<file path="src/rtl/spi_instr_prefetch.sv">
// Instruction prefetch front-end: streams 16-bit words from a 23LC-style SPI SRAM
// (READ 0x03, sequential mode) into a small FIFO presented against the core PC.
module spi_instr_prefetch #(
    parameter int DEPTH   = 4,
    parameter int CS_IDLE = 2
) (
    input  logic        clk,
    input  logic        rst_n,
    input  logic        ena,
    input  logic [15:0] pc_addr,
    input  logic        advance,
    output logic [15:0] instr,
    output logic        instr_valid,
    output logic [3:0]  fifo_level,
    output logic        spi_cs,
    output logic        spi_sck,
    output logic        spi_mosi,
    input  logic        spi_miso
);
    localparam int AW = (DEPTH > 1) ? $clog2(DEPTH) : 1;
    localparam int CW = ($clog2(CS_IDLE) > 5) ? $clog2(CS_IDLE) : 5;
    localparam logic [7:0] READ_CMD = 8'h03;

    typedef enum logic [2:0] {
        DESEL,
        CMD,
        ADDR,
        DATA,
        STALL
    } state_t;

    state_t          state, state_nxt;
    logic [CW-1:0]   cnt, cnt_nxt;
    logic [15:0]     head_addr;
    logic [15:0]     byte_addr;
    logic [14:0]     shift_in;
    logic [15:0]     fifo_mem [DEPTH];
    logic [AW-1:0]   rd_ptr, wr_ptr;
    logic [3:0]      level, level_nxt;
    logic            pop, push, redirect, wr_en;
    logic            cs_nxt, sck_nxt, mosi_nxt;

    assign byte_addr   = {head_addr[14:0], 1'b0};
    assign instr_valid = (level != 4'd0) && (pc_addr == head_addr);
    assign instr       = (level != 4'd0) ? fifo_mem[rd_ptr] : 16'h0000;
    assign fifo_level  = level;
    assign pop         = advance && instr_valid;
    // The burst is always open outside reset, so any PC off the head is a branch target.
    assign redirect    = (pc_addr != head_addr) && !pop;
    assign push        = (state == DATA) && (cnt == CW'(31));
    assign wr_en       = push && !redirect && rst_n && ena;
    assign level_nxt   = level + {3'b000, push} - {3'b000, pop};

    always_comb begin
        state_nxt = state;
        cnt_nxt   = cnt + CW'(1);
        unique case (state)
            DESEL: begin
                if (cnt == CW'(CS_IDLE - 1)) begin
                    state_nxt = CMD;
                    cnt_nxt   = '0;
                end
            end
            CMD: begin
                if (cnt == CW'(15)) begin
                    state_nxt = ADDR;
                    cnt_nxt   = '0;
                end
            end
            ADDR: begin
                if (cnt == CW'(31)) begin
                    state_nxt = DATA;
                    cnt_nxt   = '0;
                end
            end
            DATA: begin
                if (cnt == CW'(31)) begin
                    cnt_nxt = '0;
                    if (level_nxt == 4'(DEPTH)) begin
                        state_nxt = STALL;
                    end
                end
            end
            STALL: begin
                cnt_nxt = '0;
                if (level < 4'(DEPTH)) begin
                    state_nxt = DATA;
                end
            end
            default: begin
                state_nxt = DESEL;
                cnt_nxt   = '0;
            end
        endcase
        if (redirect) begin
            state_nxt = DESEL;
            cnt_nxt   = '0;
        end

        // SPI pins are registered from the next-state view so they never glitch.
        cs_nxt   = (state_nxt == DESEL);
        sck_nxt  = 1'b0;
        mosi_nxt = 1'b0;
        case (state_nxt)
            CMD: begin
                sck_nxt  = cnt_nxt[0];
                mosi_nxt = READ_CMD[~cnt_nxt[3:1]];
            end
            ADDR: begin
                sck_nxt  = cnt_nxt[0];
                mosi_nxt = byte_addr[~cnt_nxt[4:1]];
            end
            DATA: begin
                sck_nxt = cnt_nxt[0];
            end
            default: begin
                sck_nxt = 1'b0;
            end
        endcase
    end

    always_ff @(posedge clk) begin
        if (!rst_n || !ena) begin
            state     <= DESEL;
            cnt       <= '0;
            head_addr <= pc_addr;
            level     <= '0;
            rd_ptr    <= '0;
            wr_ptr    <= '0;
            shift_in  <= '0;
            spi_cs    <= 1'b1;
            spi_sck   <= 1'b0;
            spi_mosi  <= 1'b0;
        end else begin
            state    <= state_nxt;
            cnt      <= cnt_nxt;
            spi_cs   <= cs_nxt;
            spi_sck  <= sck_nxt;
            spi_mosi <= mosi_nxt;
            if (redirect) begin
                head_addr <= pc_addr;
                level     <= '0;
                rd_ptr    <= '0;
                wr_ptr    <= '0;
            end else begin
                if (pop) begin
                    rd_ptr    <= rd_ptr + AW'(1);
                    head_addr <= head_addr + 16'd1;
                end
                if (push) begin
                    wr_ptr <= wr_ptr + AW'(1);
                end
                level <= level_nxt;
            end
            // MISO arrives one clk late, so it is taken at the edge closing the high phase.
            if (state == DATA && cnt[0]) begin
                shift_in <= {shift_in[13:0], spi_miso};
            end
        end
    end

    always_ff @(posedge clk) begin
        if (wr_en) begin
            fifo_mem[wr_ptr] <= {shift_in, spi_miso};
        end
    end

endmodule

</file>
<file path="config.mk">
export PLATFORM = sky130hd
export DESIGN_NAME = spi_instr_prefetch
export DESIGN_NICKNAME = d
export VERILOG_FILES = /design/src/rtl/spi_instr_prefetch.sv
export SDC_FILE = /design/constraint.sdc
export NUM_CORES = 1
export LEC_CHECK = 0
export CAP_MARGIN = 20
export CORE_UTILIZATION = 46
export DETAILED_ROUTE_END_ITERATION = 10
export PLACE_DENSITY = 0.62
export SETUP_SLACK_MARGIN = 0.02
export SLEW_MARGIN = 40
export SYNTH_ARGS = -nofsm -noshare
export SYNTH_HDL_FRONTEND = slang
export SYNTH_SLANG_ARGS = --single-unit
</file>
<file path="constraint.sdc">
create_clock -name clk -period 5 [get_ports clk]
set_clock_uncertainty 0.05 [all_clocks]
set_input_delay 0.5 -clock clk [delete_from_list [all_inputs] [get_ports clk]]
set_output_delay 0.5 -clock clk [all_outputs]
set_load 0.01 [all_outputs]
</file>
# ---- After elaboration in Yosys (flattened, before gate mapping)
# Memories as Yosys holds them, arrays and structs flattened. A register that Yosys moved wholly into a read port is not among the register bits.
# Cells that the tools add are included.
dict set report op_classes {
  mul 0
  eq_ne 13
  bitwise 3
  n_lt_le_gt_ge 3
  div_mod_pow 0
  muxes 25
  addsub 6
  shifts 0
  reduce_logical 21
}
# operator n
set op_table {}
lappend op_table {{2-to-1 mux 16 bit} 4}
lappend op_table {{2-to-1 mux 3 bit} 7}
lappend op_table {{2-to-1 mux 5 bit} 4}
lappend op_table {{adder 16 x 1 -> 16 bit, second input constant} 1}
lappend op_table {{== test 16 bit} 1}
lappend op_table {{!= test 16 bit} 1}
lappend op_table {{case mux 3 bit (5 select lines)} 1}
lappend op_table {{case mux 5 bit (3 select lines)} 1}
lappend op_table {{== test 3 x 2 -> 1 bit, second input constant} 4}
lappend op_table {{logical AND 1 bit} 8}
lappend op_table {{== test 3 x 1 -> 1 bit, second input constant} 2}
lappend op_table {{zero test 3 bit} 2}
lappend op_table {{OR reduction 2 bit} 3}
lappend op_table {{adder 5 x 1 -> 5 bit, second input constant} 1}
lappend op_table {{== test 5 x 1 -> 1 bit, second input constant} 1}
lappend op_table {{== test 5 x 4 -> 1 bit, second input constant} 1}
lappend op_table {{== test 5 bit, second input constant} 1}
lappend op_table {{< comparator 4 x 5 -> 1 bit, second input constant} 1}
lappend op_table {{adder 2 x 1 -> 2 bit, second input constant} 2}
lappend op_table {{adder 4 x 1 -> 4 bit} 1}
lappend op_table {{binary-select mux 1 bit (select 4 bit)} 1}
lappend op_table {{== test 4 x 3 -> 1 bit, second input constant} 1}
lappend op_table {{zero test 1 bit} 4}
lappend op_table {{< comparator 3 x 4 -> 1 bit, second input constant} 1}
lappend op_table {{13 further kinds} 17}
dict set report word_totals {
  register_bits 50
  mem_bits_ro 8
  ram_bits 64
  mem_count 2
  latch_bits 0
  in_bits 21
}
# memory words width rd rd_clocked_by_memory_dff write_ports line_no
set mem_list {}
lappend mem_list {fifo_mem 4 16 1 1 1 37} ;# logic [15:0] fifo_mem [DEPTH];
lappend mem_list {{(no name shown)} 8 1 1 0 0 107} ;# mosi_nxt = READ_CMD[~cnt_nxt[3:1]];

# ---- Logic depth before layout (Yosys ltp)
# Gate-level depths: netlist of the first run.
dict set report depth {
  depth_word 13
  mapped_depth 17
  depth_no_buf 16
}

# ---- Least setup slack after synthesis of the first run
# Ideal clock, no wire load.
dict set report synth_path {
  path_type {register to register}
  startpoint {register cnt[0]}
  endpoint {register spi_sck}
  path_stages_with_launch 17
  setup_ns 0.115
  period_less_slack_ns 3.517
  path_buffers 1
  slack_ns 1.483
  required_time_ns 4.835
  arrival_ns 3.352
  path_cell_list {dfxtp_1 > ha_1 > and3_1 > ha_1 > and3_1 > clkbuf_1 > inv_1 > ha_1 > inv_1 > ha_1 > fa_1 > nor4bb_1 > o211ai_1 > o21ai_0 > o22a_1 > nand2_1 > and2_1}
}
dict set report synth_between {
  elab_chain_cells 13
  word_cells_on_any_way 26
  cone_classes {3 x add/sub; 7 x eq/ne; 12 x mux; 1 x bitwise; 3 x reduce/logical}
}
# element line_no
set synth_rtl {}
lappend synth_rtl {{start: declaration} 33} ;# logic [CW-1:0] cnt, cnt_nxt;
lappend synth_rtl {{start signal: assignment} 136} ;# cnt <= cnt_nxt;
lappend synth_rtl {{== test 5 bit *} 50} ;# assign push = (state == DATA) && (cnt == CW'(31));
lappend synth_rtl {{logical AND 1 bit *} 50}
lappend synth_rtl {{adder 4 x 1 -> 4 bit *} 52} ;# assign level_nxt = level + {3'b000, push} - {3'b000, pop};
lappend synth_rtl {{subtractor 4 x 1 -> 4 bit *} 52}
lappend synth_rtl {{named net level_nxt[1]} 39} ;# logic [3:0] level, level_nxt;
lappend synth_rtl {{== test 4 x 3 -> 1 bit *} 79} ;# if (level_nxt == 4'(DEPTH)) begin
lappend synth_rtl {{2-to-1 mux 3 bit *} 79}
lappend synth_rtl {{2-to-1 mux 3 bit *} 77} ;# if (cnt == CW'(31)) begin
lappend synth_rtl {{case mux 3 bit (5 select lines) *} 57} ;# unique case (state)
lappend synth_rtl {{2-to-1 mux 3 bit *} 95} ;# if (redirect) begin
lappend synth_rtl {{== test 3 x 2 -> 1 bit or == test 3 x 1 -> 1 bit (tied branches)} 104} ;# case (state_nxt)
lappend synth_rtl {{OR reduction 3 bit (no line) *} n/a}
lappend synth_rtl {{NOT 1 bit (no line) *} n/a}
lappend synth_rtl {{OR reduction 2 bit (no line) *} n/a}
lappend synth_rtl {{end signal: assignment} 138} ;# spi_sck <= sck_nxt;
lappend synth_rtl {{end: declaration} 16} ;# output logic spi_sck,
# The timed path passes the listed nets; every way through them passes the cells marked *.
# A chain may end at the register's enable or synchronous reset.

# ---- Worst setup path after layout of the first run
dict set report layout_path {
  startpoint {input pc_addr[9]}
  endpoint {register spi_sck}
}
dict set report layout_between {
  elab_chain_cells 13
  word_cells_on_any_way 19
  cone_classes {1 x add/sub; 6 x eq/ne; 5 x mux; 1 x bitwise; 6 x reduce/logical}
}
# element line_no
set layout_rtl {}
lappend layout_rtl {{start: declaration} 10} ;# input logic [15:0] pc_addr,
lappend layout_rtl {{== test 16 bit *} 44} ;# assign instr_valid = (level != 4'd0) && (pc_addr == head_addr);
lappend layout_rtl {{logical AND 1 bit *} 44}
lappend layout_rtl {{logical AND 1 bit *} 47} ;# assign pop = advance && instr_valid;
lappend layout_rtl {{named net pop} 40} ;# logic pop, push, redirect, wr_en;
lappend layout_rtl {{subtractor 4 x 1 -> 4 bit *} 52}
lappend layout_rtl {{named net level_nxt[1]} 39}
lappend layout_rtl {{== test 4 x 3 -> 1 bit *} 79}
lappend layout_rtl {{2-to-1 mux 3 bit *} 79}
lappend layout_rtl {{2-to-1 mux 3 bit *} 77}
lappend layout_rtl {{case mux 3 bit (5 select lines) *} 57}
lappend layout_rtl {{2-to-1 mux 3 bit *} 95}
lappend layout_rtl {{== test 3 x 2 -> 1 bit or == test 3 x 1 -> 1 bit (tied branches)} 104}
lappend layout_rtl {{OR reduction 3 bit (no line) *} n/a}
lappend layout_rtl {{NOT 1 bit (no line) *} n/a}
lappend layout_rtl {{OR reduction 2 bit (no line) *} n/a}
# Marked as above.

==> results_dict.tcl, run 1 <==
set metrics [dict create \
    status "finished clean" \
    stdcell_area_sq_um 6534 \
    p_sw_share_pct 19.99 \
    nets 524 \
    setup_violations 0 \
    tritoncts "done" \
    ys.flop_type "edfxtp_1" \
    cpMaxStageDelayCell "nor4_4" \
    drtIter0Drc 145 \
    rr_worst_depth 14 \
    synth_seq_area_share_pct 57.60 \
    gp_congestion 0.8650 \
    setup_tns_ns 0 \
    yosysTopAreaCell "edfxtp_1" \
    slew-limit-headroom_pct 56.48 \
    period_minus_slack_ns 3.951 \
    grt_overflow_total 0 \
    synth-warning-count 0 \
    fin_cells 642 \
    path_common_cell "ha_1" \
    drive_gt1_share_pct 14.03 \
    path_max_fanout 7 \
    clock_latency_ns 0.41 \
    pre_cts_slack_ns 0.6827 \
    crit_buf_inv 2 \
    rsz0062_at_grt "false" \
    comb_power_share_pct 2.5 \
    routed-via-count 3424 \
    cp_cell_sequence "clkdlybuf4s50_1, xnor2_1, nand4_1, nor4_4, and3b_1, ha_1, inv_1, ha_1, fa_1, nor4bb_1, o211ai_1, o21ai_0, o22a_1, nand2_1, and2_1" \
    place_hpwl_mm 7.005 \
    synth_area_per_cell_sq_um 12.27 \
    antenna_left 0 \
    avgRoutedWirePerCell_microns 16.56 \
    initial_core_util_pct 47.28 \
    synth_area_leaders "edfxtp_1, dfxtp_1, mux4_2" \
    clock_path_buffers 2 \
    drc 0 \
    placementRows 39 \
    synth.most_common_cell "edfxtp_1" \
    crit_cells 15 \
    synthTopCellsByCount "edfxtp_1, nand2_1, nor2_1" \
    syn_area_sq_um 5421 \
    diodes 0 \
    grt_max_degree 39 \
    synthArstFlopShare_pct 0 \
    arrival_ns 4.20 \
    seqPwrFrac_pct 46.8 \
    track_usage_pct 18.74 \
    core_sq_um 11470 \
    worstSetupEndpointType "flip-flop" \
    hold_viol 0 \
    max_cap_violations 0 \
    drtPass1Iterations 6 \
    min_path_type "flip-flop to flip-flop" \
    fin_hold_ws_ns 0.4463 \
    p_leak_nw 2.120 \
    power.total_mw 2.216 \
    cts-resized-gates 0 \
    path_clk_slew_ns 0.05 \
    switchingPower_mw 0.4429 \
    peakVddDrop_mv 0.2376 \
    crit_type "input pin to flip-flop" \
    fillCellCount 935 \
    htreeDepth 4 \
    port_buffers 44 \
    fin_crit_sh_pct 79.02 \
    place_inst 610 \
    yosysTopAreaCellShare_pct 44.31 \
    grt_pass1_wl_mm 17.51 \
    hold_buffers 0 \
    cp-start-kind "input pin" \
    area.growth.synth_to_final_pct 20.52 \
    die_x_microns 110.6 \
    holdPathStages 2 \
    cp.required_ns 5.25 \
    synthCells 442 \
    cts.sinks 116 \
    place_area_sq_um 5976 \
    cts_buffers 17 \
    cts_root_buf "clkbuf_16" \
    cp_top_family "simple AND/OR/NAND/NOR gates" \
    drv_slew 0 \
    post_cts_buffers 0 \
    wl_mm 10.63 \
    pin_count 45 \
    cpPeakStageDelay_ns 0.50 \
    die_h_microns 110.6 \
    p_per_area_nw_per_um2 339.1 \
    ys_types 52 \
    post-route-util_pct 56.98 \
    clkPwrFrac_pct 50.7 \
    setup_ws_ns 1.049 \
    synth_edf_count 80 \
    synth_fp_nets 480 \
    grt_pass1_vias 3382 \
    avgViaCountPerCell 5.333 \
    max_freq_mhz 253.1 \
    internal_power_mw 1.773 \
    die_area_sq_um 12220 \
    grt_antenna_before_repair 0 \
    worst_slew_pin_slew_ns 0.6510 \
    synth_seq_cells 116 \
]
[worst register-to-register path: stages (launching register included)]
cell	delay, ns
edfxtp_1	0.47
xnor2_1	0.31
nand4_1	0.19
nor4_4	0.50
and3b_1	0.30
ha_1	0.24
inv_1	0.05
ha_1	0.17
fa_1	0.45
nor4bb_1	0.30
o211ai_1	0.12
o21ai_0	0.22
o22a_1	0.21
nand2_1	0.08
and2_1	0.16
[final timing paths]
kind	from	endpoint	slack, ns
worst max-delay path	pc_addr[9]	spi_sck	1.05
worst min-delay path	wr_ptr[1]	wr_ptr[1]	0.45
worst max register to register	head_addr[9]	spi_sck	1.07
worst min register to register	wr_ptr[1]	wr_ptr[1]	0.45
[metal layers]
metal | GRT usage (%) | share of wire (%)
met5 | 0 | 0
met4 | 7.733 | 1.7
met3 | 5.763 | 4.2
met2 | 30.89 | 49
met1 | 22.82 | 45
[power by group through the flow]
stage / logic [mW] / registers, mW / clock network (mW)
finish: 0.0565 / 1.04 / 1.12
global route: 0.0612 / 1.04 / 1.19
CTS: 0.0567 / 1.04 / 1.14
detailed placement: 0.0563 / 1.06 / 0
global placement: 0.0561 / 1.06 / 0
floorplan: 0.0337 / 1.05 / 0
[placed cells by master, fill, tap and decap left out, types with 2 or more instances in the layout]
cell type	count
buf_4	3
clkbuf_16	17
nand2_1	43
ha_1	16
clkbuf_1	2
nor2b_1	19
xor2_1	6
dfxtp_2	2
xnor2_1	29
nand3b_1	2
mux4_2	16
o21ai_0	5
a2111oi_0	2
and3_1	9
a21oi_1	37
edfxtp_1	80
mux2_2	3
and3_2	4
inv_1	14
and2_1	6
nand4_1	8
o21a_1	2
clkinvlp_4	3
nand3_1	9
nor2_1	40
nor2_2	3
clkbuf_8	3
clkdlybuf4s50_1	44
dfxtp_1	34
nor3_1	4
o211ai_1	2
clkinv_2	6
[layout make-up]
type	instances	area, sq um	share of cell area, %
sequential	116	3126	47.84
multi-input combinational	290	2157	33.01
clock buffer	22	474.2	7.258
timing repair buffer	47	462.9	7.085
tap	143	178.9	2.738
clock inverter	10	82.58	1.264
inverter	14	52.55	0.8043
[registers in the layout, indices dropped and copies added (netlist names), named ones only]
| name | flops |
|---|---|
| fifo_mem | 64 |
| head_addr | 16 |
| shift_in | 15 |
| cnt | 5 |
| fifo_level | 4 |
| state | 3 |
| rd_ptr | 2 |
| wr_ptr | 2 |
| spi_cs | 1 |
| spi_mosi | 1 |
| spi_sck | 1 |
[cell families after synthesis]
logic type	count (synthesis)	synth area share, %
and+or+nand+nor	155	14.47
DFF	116	57.60
AOI/OAI and AO/OA	61	7.132
xor gates and xnor gates	36	5.954
buffers and inverters	36	2.839
muxes	21	7.939
adders and majority gates	17	4.062
No activity file was read; power rests on OpenSTA's default activity.
==> inputs of run 2 (changes only) <==
--- a/config.mk
+++ b/config.mk
@@ -8,7 +8,7 @@
 export CAP_MARGIN = 20
 export CORE_UTILIZATION = 46
 export DETAILED_ROUTE_END_ITERATION = 10
-export PLACE_DENSITY = 0.62
+export PLACE_DENSITY = 0.64
 export SETUP_SLACK_MARGIN = 0.02
 export SLEW_MARGIN = 40
 export SYNTH_ARGS = -nofsm -noshare
==> constraint.sdc (replaced) <==
create_clock -name clk -period 3.2 [get_ports clk]
set_clock_uncertainty 0.05 [all_clocks]
set_input_delay 0.32 -clock clk [delete_from_list [all_inputs] [get_ports clk]]
set_output_delay 0.32 -clock clk [all_outputs]
set_load 0.01 [all_outputs]
==> results_dict.tcl, run 2 (same netlist as run 1, synthesis figures left out) <==
set metrics [dict create \
    rr_startpoint "head_addr[14]" \
    worst_slew_pin_slew_ns 0.6890 \
    fin_crit_sh_pct 110.4 \
    crit_buf_inv 1 \
    setup_ws_ns -0.3333 \
    layout_common_cells "edfxtp_1, buf_4, clkdlybuf4s50_1" \
    busiest_layer "met2" \
    placementRows 39 \
    internal_power_mw 2.964 \
    grt_antenna_before_repair 0 \
    arrival_ns 3.79 \
    die_area_sq_um 12220 \
    wl_mm 11.53 \
    diodes 0 \
    crit_cells 14 \
    status "complete, but fails checks" \
    grt_overflow_total 0 \
    place_inst 652 \
    cpPeakStageDelay_ns 0.46 \
    area.growth.synth_to_final_pct 28.96 \
    rsz0062_at_grt "true" \
    r2r_slack_ns -0.33 \
    gp_congestion 0.7943 \
    cts.sinks 116 \
    place_hpwl_mm 7.652 \
    avgRoutedWirePerCell_microns 16.80 \
    drive_gt1_share_pct 21.36 \
    largest_reg_flops 64 \
    reg.largest.list "fifo_mem: 64 flops, head_addr: 16 flops, shift_in: 15 flops" \
    use_met2_pct 35.90 \
    tritoncts "done" \
    worstSetupEndpointType "flip-flop" \
    p_sw_share_pct 19.71 \
    cp_top_family "simple AND/OR/NAND/NOR gates" \
    min_path_type "flip-flop to flip-flop" \
    core_sq_um 11470 \
    multiInputGateArea_sq_um 2212 \
    seq_area_sq_um 3124 \
    port_buffers 44 \
    cpMaxStageDelayCell "fa_1" \
    max_cap_violations 0 \
    grt_use_met1_pct 23.35 \
    pre_cts_slack_ns -0.6459 \
    cp_cell_sequence "xnor2_2, nand4_1, nor4_4, and3b_2, ha_4, inv_4, ha_4, fa_1, nor4bb_2, o211ai_1, o21ai_1, o22a_1, nand2_1, and2_1" \
    grt_max_degree 33 \
    cp-startpoint "head_addr[14]" \
    p_leak_nw 2.370 \
    setup_violations 5 \
    setup_tns_ns -1.316 \
    crit_end "spi_sck" \
    cp.required_ns 3.46 \
    peakVddDrop_mv 0.3151 \
    comb_power_share_pct 3.1 \
    final_common_cell "edfxtp_1" \
    clkPwrFrac_pct 53.3 \
    switchingPower_mw 0.7279 \
    routed-via-count 3601 \
    drtIter0Drc 182 \
    cp-start-kind "flip-flop" \
    drc 0 \
    violations "setup timing" \
    avgViaCountPerCell 5.249 \
    clock_path_buffers 2 \
    die_x_microns 110.6 \
    drtPass1Iterations 4 \
    path_common_cell "ha_4" \
    max_freq_mhz 283.0 \
    slew-limit-headroom_pct 53.94 \
    seqPwrFrac_pct 43.6 \
    pin_count 45 \
    regMostFlops "fifo_mem" \
    track_usage_pct 20.37 \
    cts_root_buf "clkbuf_16" \
    drv_slew 0 \
    path_clk_slew_ns 0.06 \
    fin_cells 686 \
    htreeDepth 4 \
    clock_latency_ns 0.41 \
    period_minus_slack_ns 3.533 \
    cts_buffers 17 \
    path_max_fanout 3 \
    rr_worst_depth 14 \
    crit_type "flip-flop to flip-flop" \
    fillCellCount 905 \
    initial_core_util_pct 47.28 \
    use_met3_pct 4.061 \
    grt_pass1_wl_mm 18.89 \
    nets 568 \
    hold_viol 0 \
    die_h_microns 110.6 \
    grt_pass1_vias 3736 \
    p_per_area_nw_per_um2 528.1 \
    r2r_end "spi_sck" \
    antenna_left 0 \
]
## run 2: cell count changes in the layout (fill, tap and decap cells not counted), moves of 4 or more
cell	change
clkinv_2	-4
and3_2	-4
buf_4	+43
and3_1	+4
## run 2: final cells by class
cell class,count,area share [%]
Clock buffer,19,6.192
Clock inverter,13,2.613
Inverter,14,0.7874
Multi-Input combinational cell,290,31.64
Sequential cell,116,44.69
Tap cell,143,2.559
Timing Repair Buffer,91,11.52
## run 2: through the flow
step	power (mW)	util, %	hold WS [ns]	area [sq um]
after floorplan	1.693	-	0.3689	5443
after global placement	1.752	55.01	0.4315	6309
after detailed placement	1.753	55.01	0.4399	6309
after CTS	3.724	60.45	0.4471	6932
after global routing	3.785	60.97	0.4777	6992
final	3.692	60.97	0.4416	6992
## run 2: worst min-delay path by stage
stage | startpoint | endpoint | slack (ns) | depth (start not counted)
after floorplan | spi_miso | fifo_mem[0][0] | 0.37 | 0
after global placement | wr_ptr[1] | wr_ptr[1] | 0.43 | 2
after detailed placement | wr_ptr[1] | wr_ptr[1] | 0.44 | 2
after CTS | wr_ptr[1] | wr_ptr[1] | 0.45 | 2
after global routing | wr_ptr[1] | wr_ptr[1] | 0.48 | 2
final | wr_ptr[1] | wr_ptr[1] | 0.44 | 2
## run 2: worst register-to-register path, cell delays in order, from the launching register on
cell	delay (ns)
edfxtp_1	0.44
xnor2_2	0.20
nand4_1	0.17
nor4_4	0.38
and3b_2	0.29
ha_4	0.21
inv_4	0.05
ha_4	0.13
fa_1	0.46
nor4bb_2	0.29
o211ai_1	0.12
o21ai_1	0.20
o22a_1	0.22
nand2_1	0.09
and2_1	0.13
## run 2: timing repair
action	in CTS	in global routing
gates resized for setup	0	10
setup buffers	1	1
cloned	0	0
hold buffers	0	0
setup endpoints to repair	5	6
pin swaps	0	11
## run 2: layer usage
| layer | wire (microns) | up-vias | share of wire, % |
|---|---|---|---|
| li1 | - | 1776 | - |
| met1 | 4998 | 1743 | 43 |
| met2 | 5968 | 65 | 52 |
| met3 | 323 | 17 | 2.8 |
| met4 | 236 | 0 | 2.0 |
| met5 | 0 | - | 0 |
## run 2: power groups by stage
stage          Sequential (mW)  Clock (mW)  Combinational (mW)
2_1_floorplan             1.64           0              0.0528
4_1_cts                   1.61        2.00               0.114
6_report                  1.61        1.97               0.115
3_5_place_dp              1.64           0               0.113
3_3_place_gp              1.64           0               0.112
5_1_grt                   1.61        2.05               0.125
==> inputs of run 3 (changes only) <==
--- a/config.mk
+++ b/config.mk
@@ -6,9 +6,9 @@
 export NUM_CORES = 1
 export LEC_CHECK = 0
 export CAP_MARGIN = 20
-export CORE_UTILIZATION = 46
+export CORE_UTILIZATION = 49
 export DETAILED_ROUTE_END_ITERATION = 10
-export PLACE_DENSITY = 0.64
+export PLACE_DENSITY = 0.68
 export SETUP_SLACK_MARGIN = 0.02
 export SLEW_MARGIN = 40
 export SYNTH_ARGS = -nofsm -noshare
==> results_dict.tcl, run 3 (same netlist as run 1, synthesis figures left out) <==
set metrics [dict create \
    nets 566 \
    final_common_cell "edfxtp_1" \
    tritoncts "done" \
    drc 0 \
    worstSetupEndpointType "flip-flop" \
    area.growth.synth_to_final_pct 28.13 \
    max_cap_violations 0 \
    period_minus_slack_ns 3.453 \
    htreeDepth 4 \
    cts_root_buf "clkbuf_8" \
    clock_path_buffers 2 \
    grt_max_degree 42 \
    setup_ws_ns -0.2532 \
    track_usage_pct 21.40 \
    path_max_fanout 3 \
    rsz0062_at_grt "true" \
    avgViaCountPerCell 5.253 \
    avgRoutedWirePerCell_microns 16.41 \
    die_x_microns 107.2 \
    peakVddDrop_mv 0.3061 \
    reg.largest.list "fifo_mem: 64 flops, head_addr: 16 flops, shift_in: 15 flops" \
    hold_buffers 0 \
    pin_count 45 \
    post-route-util_pct 64.36 \
    routed-via-count 3577 \
    status "complete, but fails checks" \
    cts.sinks 116 \
    worst_slew_pin_slew_ns 0.7061 \
    grt_overflow_total 0 \
    path_clk_slew_ns 0.06 \
    grt_pass1_vias 3648 \
    die_area_sq_um 11490 \
    wl_mm 11.17 \
    grt_pass1_wl_mm 18.15 \
    min_path_type "input pin to flip-flop" \
    gp_congestion 0.8528 \
    fillCellCount 820 \
    port_buffers 44 \
    largest_reg_flops 64 \
    cp.required_ns 3.56 \
    antenna_left 0 \
    drtIter0Drc 156 \
    place_hpwl_mm 7.570 \
    p_per_area_nw_per_um2 519.5 \
    setup_violations 5 \
    regMostFlops "fifo_mem" \
    violations "setup timing" \
    fin_hold_ws_ns 0.4356 \
    setup_tns_ns -0.9509 \
    max_freq_mhz 289.6 \
    drive_gt1_share_pct 22.00 \
    placementRows 38 \
    core_sq_um 10790 \
    place_inst 647 \
    drtPass1Iterations 4 \
    arrival_ns 3.82 \
    clock_latency_ns 0.52 \
    crit_type "flip-flop to flip-flop" \
    initial_core_util_pct 50.23 \
    p_leak_nw 2.366 \
    die_h_microns 107.2 \
    layout_common_cells "edfxtp_1, clkdlybuf4s50_1, buf_4" \
    hold_viol 0 \
    grt_antenna_before_repair 0 \
    cp-start-kind "flip-flop" \
    drv_slew 0 \
    fin_crit_sh_pct 107.9 \
    diodes 0 \
    fin_cells 681 \
    cts_buffers 17 \
    slew-limit-headroom_pct 52.80 \
]
-- run 3: changes by cell type in the layout (fill, tap and decap cells not counted), moves of 2 or more --
cell | previous run | this run
inv_6 | 1 | 8
inv_8 | 0 | 3
buf_4 | 46 | 44
bufinv_16 | 4 | 2
clkbuf_1 | 2 | 0
clkinv_2 | 2 | 0
clkinvlp_4 | 3 | 1
nor2_1 | 39 | 37
nor2_2 | 4 | 6
-- run 3: area by class of cell --
type	instances	area, sq um	share of cell area (%)
clock inverters	15	180.2	2.594
well taps	140	175.2	2.522
inverters	14	52.55	0.7565
repair buffers	89	790.8	11.38
flip-flops and latches	116	3124	44.97
clock buffers	17	414.1	5.962
multi-input cells	290	2210	31.81
-- run 3: what timing repair did --
item,in CTS,in global routing
pin swaps,0,6
gates resized for setup,3,8
setup endpoints to repair,5,6
buffers inserted,0,2
-- run 3: through the flow --
step | setup WS, ns | area, sq um | power [mW]
detailed placement | -0.6466 | 6290 | 1.754
global route | -0.4302 | 6947 | 3.721
floorplan | -0.1092 | 5443 | 1.693
finish | -0.2532 | 6947 | 3.609
CTS | -0.3064 | 6897 | 3.646
global placement | -0.4808 | 6290 | 1.752
-- run 3: critical path: stages, from the launching register on --
cell	delay, ns
edfxtp_1	0.43
xnor2_2	0.19
nand4_1	0.17
nor4_4	0.31
and3b_1	0.23
ha_1	0.25
inv_2	0.07
ha_4	0.13
fa_1	0.45
nor4bb_2	0.29
o211ai_1	0.13
o21ai_1	0.21
o22a_1	0.21
nand2_1	0.08
and2_1	0.15
-- run 3: where the power goes --
group | switching [mW] | total (mW) | internal [mW]
Clock | 0.743 | 1.89 | 1.14
Combinational | 0.0511 | 0.116 | 0.0652
Sequential | 0.00745 | 1.61 | 1.60
Total | 0.802 | 3.61 | 2.81
-- run 3: path summary, 6_finish.rpt --
kind	start	to	slack, ns	cells past startpoint
worst max register to register	head_addr[13]	spi_sck	-0.25	14
worst max-delay path	head_addr[13]	spi_sck	-0.25	14
worst min register to register	wr_ptr[1]	wr_ptr[1]	0.46	2
worst min-delay path	spi_miso	fifo_mem[0][0]	0.44	1
-- run 3: per-layer routing --
metal,share of wire [%],vias up,GRT usage (%)
met3,4.2,12,5.714
met2,51,75,36.22
met5,0,-,0
met1,44,1714,25.93
li1,-,1776,-
met4,1.5,0,8.611
